`src/rtl/pattern_sequencer.sv`:
```
// Test-pattern sequencer: selects the active pattern and advances it only at frame
// boundaries, either on a latched key request or automatically every AUTO_FRAMES frames.
module pattern_sequencer #(
  parameter int NUM_PATTERNS = 3,
  parameter int AUTO_FRAMES  = 120
) (
  input  logic       CLK,
  input  logic       RESET,
  input  logic       KEY_PULSE,
  input  logic       AUTO_EN,
  input  logic       FRAME_END,
  output logic [1:0] MODE,
  output logic       MODE_CHG,
  output logic       PENDING,
  output logic [7:0] FRAME_CNT
);

  localparam logic [1:0] LAST_MODE  = 2'(NUM_PATTERNS - 1);
  localparam logic [7:0] LAST_FRAME = 8'(AUTO_FRAMES - 1);
  localparam logic [7:0] CNT_MAX    = 8'd255;

  typedef enum logic {
    SHOW,
    ARMED
  } state_t;

  state_t     state, state_next;
  logic       key_hit, auto_hit, advance;
  logic [1:0] mode_next;
  logic [7:0] cnt_next;

  always_ff @(posedge CLK or posedge RESET) begin
    if (RESET) begin
      state     <= SHOW;
      MODE      <= '0;
      MODE_CHG  <= 1'b0;
      PENDING   <= 1'b0;
      FRAME_CNT <= '0;
    end else begin
      state     <= state_next;
      MODE      <= mode_next;
      MODE_CHG  <= advance;
      PENDING   <= (state_next == ARMED);
      FRAME_CNT <= cnt_next;
    end
  end

  always_comb begin
    state_next = state;
    mode_next  = MODE;
    cnt_next   = FRAME_CNT;

    key_hit  = (state == ARMED) && FRAME_END;
    // >= so that re-enabling auto mode after a long disabled stretch advances at once
    auto_hit = AUTO_EN && FRAME_END && (FRAME_CNT >= LAST_FRAME);
    advance  = key_hit || auto_hit;

    case (state)
      SHOW:    if (KEY_PULSE) state_next = ARMED;
      ARMED:   if (FRAME_END) state_next = KEY_PULSE ? ARMED : SHOW;
      default: state_next = SHOW;
    endcase

    if (advance) begin
      mode_next = (MODE == LAST_MODE) ? '0 : MODE + 2'd1;
      cnt_next  = '0;
    end else if (FRAME_END && (FRAME_CNT != CNT_MAX)) begin
      cnt_next = FRAME_CNT + 8'd1;
    end
  end

endmodule

```
`config.mk`:
```
export PLATFORM = sky130hd
export DESIGN_NAME = pattern_sequencer
export DESIGN_NICKNAME = d
export VERILOG_FILES = /design/src/rtl/pattern_sequencer.sv
export SDC_FILE = /design/constraint.sdc
export NUM_CORES = 1
export LEC_CHECK = 0
export BUFFER_PORTS_ARGS = -buffer_cell sky130_fd_sc_hd__buf_2
export CORE_MARGIN = 2
export CORE_UTILIZATION = 31
export CTS_CLUSTER_SIZE = 20
export DETAILED_ROUTE_END_ITERATION = 8
export MAX_ROUTING_LAYER = met4
export PLACE_DENSITY = 0.49
export SLEW_MARGIN = 20
export SYNTH_ARGS = -nofsm -noshare
export SYNTH_HDL_FRONTEND = slang
export SYNTH_SLANG_ARGS = --single-unit
export TNS_END_PERCENT = 1
```
`constraint.sdc`:
```
create_clock -name CLK -period 3.8 [get_ports CLK]
set_clock_uncertainty 0.2 [all_clocks]
set_input_delay 0.57 -clock CLK [delete_from_list [all_inputs] [get_ports CLK]]
set_output_delay 0.57 -clock CLK [all_outputs]
set_load 0.05 [all_outputs]
```
==> results of run 1 <==
-- report_power, final --
group / leakage, nW / internal, mW / switching [mW]
combinational: 0.180 / 0.0332 / 0.0927
sequential: 0.157 / 0.146 / 0.0178
clock: 0.0210 / 0.0583 / 0.0457
total: 0.358 / 0.237 / 0.156
-- through the flow --
step / setup slack, ns / power, mW / area [um^2]
after floorplan: 1.84 / 0.265 / 613
after global placement: 1.96 / 0.293 / 704
after detailed placement: 1.94 / 0.294 / 704
after CTS: 1.93 / 0.400 / 741
after global routing: 1.88 / 0.416 / 741
final: 1.94 / 0.393 / 741
-- kinds of logic after synthesis --
kind of cell | count (synthesis) | share of synthesized area
and+or+nand+nor | 21 | 0.192
buffers and inverters | 5 | 0.0551
AOI/OAI and AO/OA | 12 | 0.149
xor gates and xnor gates | 3 | 0.0429
muxes | 3 | 0.0510
adders and majority gates | 1 | 0.0204
DFF | 12 | 0.490
-- sequential cells by signal, summed over array words and instances, names as in the netlist --
name and flops:
state 1, MODE_CHG 1, FRAME_CNT 8, MODE 2
-- cells in the mapped netlist --
cell	instances	area share
nand4_1	3	0.031
and2_4	1	0.014
dfrtp_1	12	0.49
nor2_1	6	0.037
o21ai_0	1	0.0082
nor3_1	1	0.0082
ha_1	1	0.020
nand3_1	5	0.041
a21o_1	1	0.012
inv_1	3	0.018
mux2i_1	2	0.033
and3_1	1	0.010
a21oi_1	2	0.016
xor2_1	3	0.043
o21ai_2	1	0.014
mux2_2	1	0.018
a211oi_2	1	0.020
o211ai_1	2	0.024
buf_6	2	0.037
and3_2	1	0.012
nor3_2	1	0.016
a311oi_2	1	0.024
a31oi_1	2	0.020
o21ai_1	1	0.0082
nor3b_1	1	0.012
and2_1	1	0.010
-- worst paths after layout --
path / from / endpoint / depth (start not counted)
setup reg to reg: FRAME_CNT[0]$_DFFE_PP0P_ / MODE[0]$_DFFE_PP0P_ / 5
hold reg to reg: MODE[1]$_DFFE_PP0P_ / MODE[1]$_DFFE_PP0P_ / 1
min in group CLK: KEY_PULSE / state$_DFF_PP0_ / 2
max in group asynchronous: RESET / state$_DFF_PP0_ / 2
setup / recovery: FRAME_CNT[5]$_DFFE_PP0P_ / FRAME_CNT[5] / 1
hold / removal: RESET / FRAME_CNT[4]$_DFFE_PP0P_ / 2
-- area by class of cell --
class,count,area (um^2),share of cell area
flip-flops and latches,12,300,0.405
inverters,3,11.3,0.0152
repair buffers,16,80.1,0.108
clock buffers,4,36.3,0.0490
well taps,27,33.8,0.0456
multi-input cells,40,279,0.377
-- routing by layer --
metal	global-route usage	vias to the layer above	wire length [um]
met5	-	-	0
met4	0.0714	0	34
met3	0.0309	5	70
met2	0.171	17	529
met1	0.146	244	595
li1	-	244	-
==> out/qor.txt, run 1 <==
Outcome: finished clean
CP Buf/Inv Count: 1
Via density per instance: 5.00
Syn_nets: 63
Io pins: 17
Final #Nets: 82
Largest net degree at the start of global routing: 13
Most common cell after layout, fill and taps aside: buf_2
First-pass GRT wire length: 2040 um
Ys Warns: 0
Wire length per cell: 12.0 um
CP max stage delay: 0.49 ns
Router iterations before antenna repair: 3
Worst-Margin Slew: 0.467 ns
Placer Congestion: 0.732
Mapped Area: 613 um^2
Setup bufs post-CTS: 0
CTS Sinks: 12
Die Height: 48.5 um
IO buf count: 16
Starting DRT DRC Count: 11
Area growth, synth to finish: 20.8%
Worst hold slack: 0.0877 ns
Initial Utilization: 0.319
Die X-Extent: 48.5 um
Hpwl dp: 863 um
Period utilization: 0.490
DRC: 0
Worst-path clk slew: 0.08 ns
Global route overflow: 0
Clock Latency Late Sink: 0.28 ns
Worst Setup End Kind: primary output
Final core occ: 0.385
CTS Hold Bufs: 0
Core Area: 0.00192 mm^2
Final hold viol count: 0
GRT Util Overall: 0.117
Final non-filler cell total: 102
Crit path cell chain: buf_2
CP arrival: 1.09 ns
VDD IR-drop max: 193 uV
CTS Buffer Depth: 2
Slew HR: 0.688
Cell total after placement: 98
Delay-heaviest family, CP: flip-flops
H-Tree Depth: 1
Row count: 16
R2r setup slk: 2.01 ns
Sequential-to-total area share from yosys stat: 0.490
Worst Path Required: 3.03 ns
Routed Antenna Nets: 0
FF+latch count, synth: 12
Clock root cell: clkbuf_4
Final min period: 1.86 ns
Drt total wl: 1230 um
Slew Limit Fails: 0
Initial antenna violation count: 0
Share of cells above drive strength 1: 0.360
Slowest stage cell, crit path: dfrtp_1
Vias in the first global route: 456
Post-CTS resize count: 0
CTS tree: done
Leakage: 0.358 nW
# diodes: 0
Commonest non-fill, non-tap cells in the layout: 16 x buf_2, 12 x dfrtp_1, 6 x nor2_1, 5 x nand3_1
Cells after Synth: 57
Yosys cell types: 26
Die footprint: 0.00235 mm^2
TNS Setup: 0 ns
Num CTS Buffers: 3
Fill cells: 215
Worst hold path type: in -> async
Max Freq: 537 MHz
Vias: 510
Final setup fails: 0
RSZ-0062 raised after global routing: no
Max-cap violations: 0
PD cells: 531 mW/mm^2
Crit path kind: reg -> out
Mean Syn Cell Area: 10.8 um^2
CP Max Fanout: 8
Setup crit start kind: register
(Power assumes the default switching activity.)
==> run 2: changes to the inputs <==
==> constraint.sdc (replaced) <==
create_clock -name CLK -period 1.77 [get_ports CLK]
set_clock_uncertainty 0.2 [all_clocks]
set_input_delay 0.2655 -clock CLK [delete_from_list [all_inputs] [get_ports CLK]]
set_output_delay 0.2655 -clock CLK [all_outputs]
set_load 0.05 [all_outputs]
==> out/qor.txt, run 2 (synthesized netlist as in run 1, its figures left out) <==
Met2 wire len: 580 um (+9.6%)
Biggest register: FRAME_CNT
CTS Buffer Depth: 2 (unchanged)
Post-CTS resize count: 0 (unchanged)
CP Buf/Inv Count: 1 (unchanged)
Final setup fails: 0 (unchanged)
Delay-heaviest family, CP: flip-flops
Cell total after placement: 101 (+3.1%)
Most common cell after layout, fill and taps aside: buf_2
Initial antenna violation count: 0 (unchanged)
Commonest non-fill, non-tap cells in the layout: 16 x buf_2, 8 x dfrtp_1, 6 x nor2_1, 5 x nand3_1
Biggest regs: FRAME_CNT (8), MODE (2)
Critical Path End: FRAME_CNT[4]$_DFFE_PP0P_
Vias: 507 (-0.59%)
Setup crit start kind: register
Drt total wl: 1240 um (+1.1%)
Crit path depth: 6 (+5)
Worst hold slack: 0.106 ns (+0.0179 ns)
PD cells: 1010 mW/mm^2 (+90%)
Slowest stage cell, crit path: dfrtp_2
Hpwl dp: 945 um (+9.5%)
# diodes: 0 (unchanged)
Starting DRT DRC Count: 6 (-5)
First-pass GRT wire length: 2100 um (+3.0%)
RSZ-0062 raised after global routing: no
Routed Antenna Nets: 0 (unchanged)
Leakage: 0.373 nW (+4.3%)
Vias in the first global route: 447 (-2.0%)
Finished Cell Area: 795 um^2 (+7.3%)
GRT Util Overall: 0.119 (+0.00136)
TNS Setup: 0 ns (unchanged)
Via density per instance: 4.74 (-5.2%)
Area growth, synth to finish: 29.6%
Worst setup startpoint: FRAME_CNT[0]$_DFFE_PP0P_
Final non-filler cell total: 107 (+4.9%)
Slew Limit Fails: 0 (unchanged)
Slew HR: 0.699 (+0.0106)
Crit path cell chain: ha_4 > a21oi_1 > o21ai_1 > and2_4 > buf_4 > a311oi_2
CTS tree: done
Largest register FFs: 8 (unchanged)
Top Metal Used: met4
Num CTS Buffers: 3 (unchanged)
CP max stage delay: 0.44 ns (-0.05 ns)
DRC: 0 (unchanged)
Io pins: 17 (unchanged)
Clock root cell: clkbuf_4
Worst-path clk slew: 0.07 ns (about the same)
Share of cells above drive strength 1: 0.438 (+0.0775)
Outcome: finished clean
Row count: 16 (unchanged)
Max-cap violations: 0 (unchanged)
Final hold viol count: 0 (unchanged)
Global route overflow: 0 (unchanged)
Die Height: 48.5 um (unchanged)
H-Tree Depth: 1 (unchanged)
VDD IR-drop max: 572 uV (+200%)
IO buf count: 16 (unchanged)
Core Area: 0.00192 mm^2 (unchanged)
Die footprint: 0.00235 mm^2 (unchanged)
Worst r2r src: FRAME_CNT[0]$_DFFE_PP0P_
Final min period: 1.63 ns
Wire length per cell: 11.6 um (-3.7%)
Crit path kind: reg -> reg
Worst Setup End Kind: register
Worst hold path type: in -> reg
Wl on met1: 594 um (-0.17%)
Max Freq: 612 MHz
Met3 WL: 58 um (-17%)
CP arrival: 1.61 ns (+0.52 ns)
Largest net degree at the start of global routing: 13 (unchanged)
R2r setup slk: 0.14 ns (-1.87 ns)
CP Max Fanout: 9 (+1)
Placer Congestion: 0.726 (-0.85%)
Reg2reg end: FRAME_CNT[4]$_DFFE_PP0P_
DP Area: 744 um^2 (+5.7%)
R2R depth: 6 (+1)
Worst-Margin Slew: 0.451 ns (-0.0158 ns)
Router iterations before antenna repair: 4 (+1)
Die X-Extent: 48.5 um (unchanged)
Clock Latency Late Sink: 0.26 ns (-0.02 ns)
Final core occ: 0.413 (+0.0280)
Initial Utilization: 0.319 (unchanged)
CTS Sinks: 12 (unchanged)
Final #Nets: 88 (+7.3%)
Worst Path Required: 1.74 ns (-1.29 ns)
Period utilization: 0.923
-- run 2: cell types whose count changed in the layout (fill, tap and decap cells not counted) --
cell / change
buf_4: +4
clkbuf_8: -1
dfrtp_1: -4
dfrtp_2: +4
dlygate4sd3_1: +2
ha_1: -1
ha_4: +1
-- run 2: worst min-delay path, delay by kind of cell --
kind	cells	cell delay (ns)
multiplexers	1	0.06
buffers and inverters	1	0.13
AND/OR/NAND/NOR	1	0.07
-- run 2: per-layer routing --
| layer | track usage | vias to the layer above |
|---|---|---|
| met5 | - | - |
| met4 | 0.0143 | 0 |
| met3 | 0.0463 | 2 |
| met2 | 0.174 | 13 |
| met1 | 0.162 | 240 |
| li1 | - | 252 |
-- run 2: area by class of cell --
class / instances / area, um^2
flip-flops and latches: 12 / 305
inverters: 3 / 11.3
multi-input cells: 40 / 292
fillers: 225 / 1130
well taps: 27 / 33.8
clock buffers: 3 / 22.5
repair buffers: 22 / 130
-- run 2: power breakdown --
part           switching, mW  internal, mW  total, mW
Sequential            0.0422         0.316      0.358
Combinational          0.202        0.0848      0.287
Clock                 0.0781        0.0784      0.157
Total                  0.322         0.479      0.801
-- run 2: worst min-delay path by stage --
stage,slack [ns],depth (start not counted),start,endpoint
after floorplan,-0.07,1,RESET,FRAME_CNT[2]$_DFFE_PP0P_
after global placement,0.10,2,RESET,MODE_CHG$_DFF_PP0_
after detailed placement,0.1,2,RESET,MODE_CHG$_DFF_PP0_
after CTS,0.10,3,FRAME_END,MODE[1]$_DFFE_PP0P_
after global routing,0.12,3,FRAME_END,MODE[1]$_DFFE_PP0P_
final,0.11,3,FRAME_END,MODE[1]$_DFFE_PP0P_
-- run 2: timing repair --
action,in CTS,in global routing
hold endpoints to repair,13,0
hold buffers,2,0
endpoints found under the setup margin,0,1
buffers inserted,0,1
-- run 2: through the flow --
stage / total power [mW] / setup slack [ns]
finish: 0.801 / 0.137
global route: 0.853 / 0.0279
global placement: 0.648 / 0.105
CTS: 0.812 / 0.0347
detailed placement: 0.649 / 0.0513
floorplan: 0.580 / 0.00214
==> run 3: changes to the inputs <==
--- a/config.mk
+++ b/config.mk
@@ -11,7 +11,7 @@
 export CTS_CLUSTER_SIZE = 20
 export DETAILED_ROUTE_END_ITERATION = 8
 export MAX_ROUTING_LAYER = met4
-export PLACE_DENSITY = 0.49
+export REMOVE_ABC_BUFFERS = 1
 export SLEW_MARGIN = 20
 export SYNTH_ARGS = -nofsm -noshare
 export SYNTH_HDL_FRONTEND = slang
==> out/qor.txt, run 3 (synthesized netlist as in run 1, its figures left out) <==
R2R depth: 6 (unchanged)
Hpwl dp: 925 um (-2.1%)
Router iterations before antenna repair: 4 (unchanged)
Die X-Extent: 48.5 um (unchanged)
Hold path cells: 3 (unchanged)
Slew HR: 0.688 (-0.0106)
Clock root cell: clkbuf_4
Max-cap violations: 0 (unchanged)
Num CTS Buffers: 3 (unchanged)
R2r setup slk: 0.08 ns (-0.05 ns)
Final core occ: 0.415 (+0.00130)
VDD IR-drop max: 570 uV (-0.37%)
GRT Util Overall: 0.118 (-0.000599)
Outcome: finished clean
CP Max Fanout: 8 (-1)
Area growth, synth to finish: 30.0%
Worst Path Required: 1.75 ns (about the same)
CTS tree: done
Wire length per cell: 12.0 um (+3.8%)
Vias: 514 (+1.4%)
Die footprint: 0.00235 mm^2 (unchanged)
IO buf count: 16 (unchanged)
Hold Path Sink: MODE[1]$_DFFE_PP0P_
Slew Limit Fails: 0 (unchanged)
Period utilization: 0.954 (+0.0310)
Commonest non-fill, non-tap cells in the layout: 16 x buf_2, 12 x dfrtp_1, 6 x nor2_1, 5 x nand3_1, 5 x buf_4
Via density per instance: 4.76 (+0.44%)
# diodes: 0 (unchanged)
Starting DRT DRC Count: 3 (-3)
Worst hold slack: 0.113 ns (+0.00741 ns)
Biggest regs: FRAME_CNT (8), MODE (2)
Initial antenna violation count: 0 (unchanged)
Setup crit start kind: register
Hold path startpoint: FRAME_END
Worst r2r src: FRAME_CNT[1]$_DFFE_PP0P_
Vias in the first global route: 477 (+6.7%)
Final setup fails: 0 (unchanged)
RSZ-0062 raised after global routing: no
Biggest register: FRAME_CNT
Worst hold path type: in -> reg
Die Height: 48.5 um (unchanged)
Worst-Margin Slew: 0.467 ns (+0.0158 ns)
Final #Nets: 89 (+1.1%)
Largest net degree at the start of global routing: 13 (unchanged)
Max Freq: 592 MHz (-3.3%)
Final non-filler cell total: 108 (+0.93%)
Reg2reg end: FRAME_CNT[4]$_DFFE_PP0P_
Final hold viol count: 0 (unchanged)
Drt total wl: 1300 um (+4.8%)
Initial Utilization: 0.319 (unchanged)
Placer Congestion: 0.789 (+8.7%)
Worst Setup End Kind: register
Core Area: 0.00192 mm^2 (unchanged)
CTS Buffer Depth: 2 (unchanged)
Worst-path clk slew: 0.07 ns (about the same)
Largest register FFs: 8 (unchanged)
DRC: 0 (unchanged)
First-pass GRT wire length: 2060 um (-1.9%)
PD cells: 1040 mW/mm^2 (+3.2%)
Global route overflow: 0 (unchanged)
Leakage: 0.384 nW (+2.8%)
CP arrival: 1.67 ns (+0.06 ns)
Cell total after placement: 101 (unchanged)
Clock Latency Late Sink: 0.26 ns (about the same)
Share of cells above drive strength 1: 0.395 (-0.0424)
Io pins: 17 (unchanged)
Row count: 16 (unchanged)
Crit path kind: reg -> reg
Routed Antenna Nets: 0 (unchanged)
H-Tree Depth: 1 (unchanged)
Final min period: 1.69 ns (+0.0549 ns)
Most common cell after layout, fill and taps aside: buf_2
CTS Sinks: 12 (unchanged)
==> run 3: cell count changes in the layout (fill, tap and decap cells not counted) <==
cell,previous run,this run
dfrtp_1,8,12
buf_4,4,5
dfrtp_2,4,0
==> run 3: timing repair <==
item,in CTS,in global routing
setup buffers,0,2
endpoints found under the setup margin,0,4
gates resized for setup,0,2
hold endpoints to repair,13,0
hold buffers,2,0
==> run 3: metal layers <==
metal	up-vias	GRT usage	share of wire
met1	248	0.144	0.48
met3	2	0.0185	0.031
li1	254	-	-
met4	0	0.0714	0.010
met2	10	0.185	0.48
met5	-	-	0
==> run 3: final cells by class <==
type                       instances  area [um^2]
fill                             195         1120
sequential                        12          300
multi-input combinational         40          292
timing repair buffer              23          138
tap                               27         33.8
clock buffer                       3         22.5
inverter                           3         11.3
==> run 3: worst max path at each step <==
| stage | cells past startpoint | slack (ns) | end | start |
|---|---|---|---|---|
| after floorplan | 5 | -0.27 | MODE[0]$_DFFE_PP0P_ | FRAME_CNT[0]$_DFFE_PP0P_ |
| after global placement | 6 | 0.14 | FRAME_CNT[4]$_DFFE_PP0P_ | FRAME_CNT[0]$_DFFE_PP0P_ |
| after detailed placement | 6 | 0.06 | FRAME_CNT[4]$_DFFE_PP0P_ | FRAME_CNT[1]$_DFFE_PP0P_ |
| after CTS | 6 | 0.04 | FRAME_CNT[4]$_DFFE_PP0P_ | FRAME_CNT[1]$_DFFE_PP0P_ |
| after global routing | 6 | 0.005 | FRAME_CNT[4]$_DFFE_PP0P_ | FRAME_CNT[1]$_DFFE_PP0P_ |
| final | 6 | 0.08 | FRAME_CNT[4]$_DFFE_PP0P_ | FRAME_CNT[1]$_DFFE_PP0P_ |
==> run 3: critical path, stage by stage (launching register included) <==
cell and delay [ns]:
dfrtp_1 0.43, ha_4 0.18, a21oi_1 0.15, o21ai_1 0.11, and2_4 0.18, buf_4 0.17, a311oi_2 0.17
==> run 3: where the power goes <==
part	total (mW)	internal, mW	switching, mW
clock network	0.163	0.0785	0.0846
registers	0.354	0.313	0.0403
logic	0.313	0.103	0.211
total	0.830	0.494	0.335
==> run 3: per-stage QoR <==
step	cell area (um^2)	worst slack (ns)	power, mW	TNS (ns)
4_1_cts	769	0.0388	0.811	0
5_1_grt	797	0.00482	0.881	0
6_report	797	0.0818	0.830	0
3_3_place_gp	727	0.137	0.638	0
2_1_floorplan	591	-0.270	0.565	-0.710
3_5_place_dp	727	0.0565	0.641	0
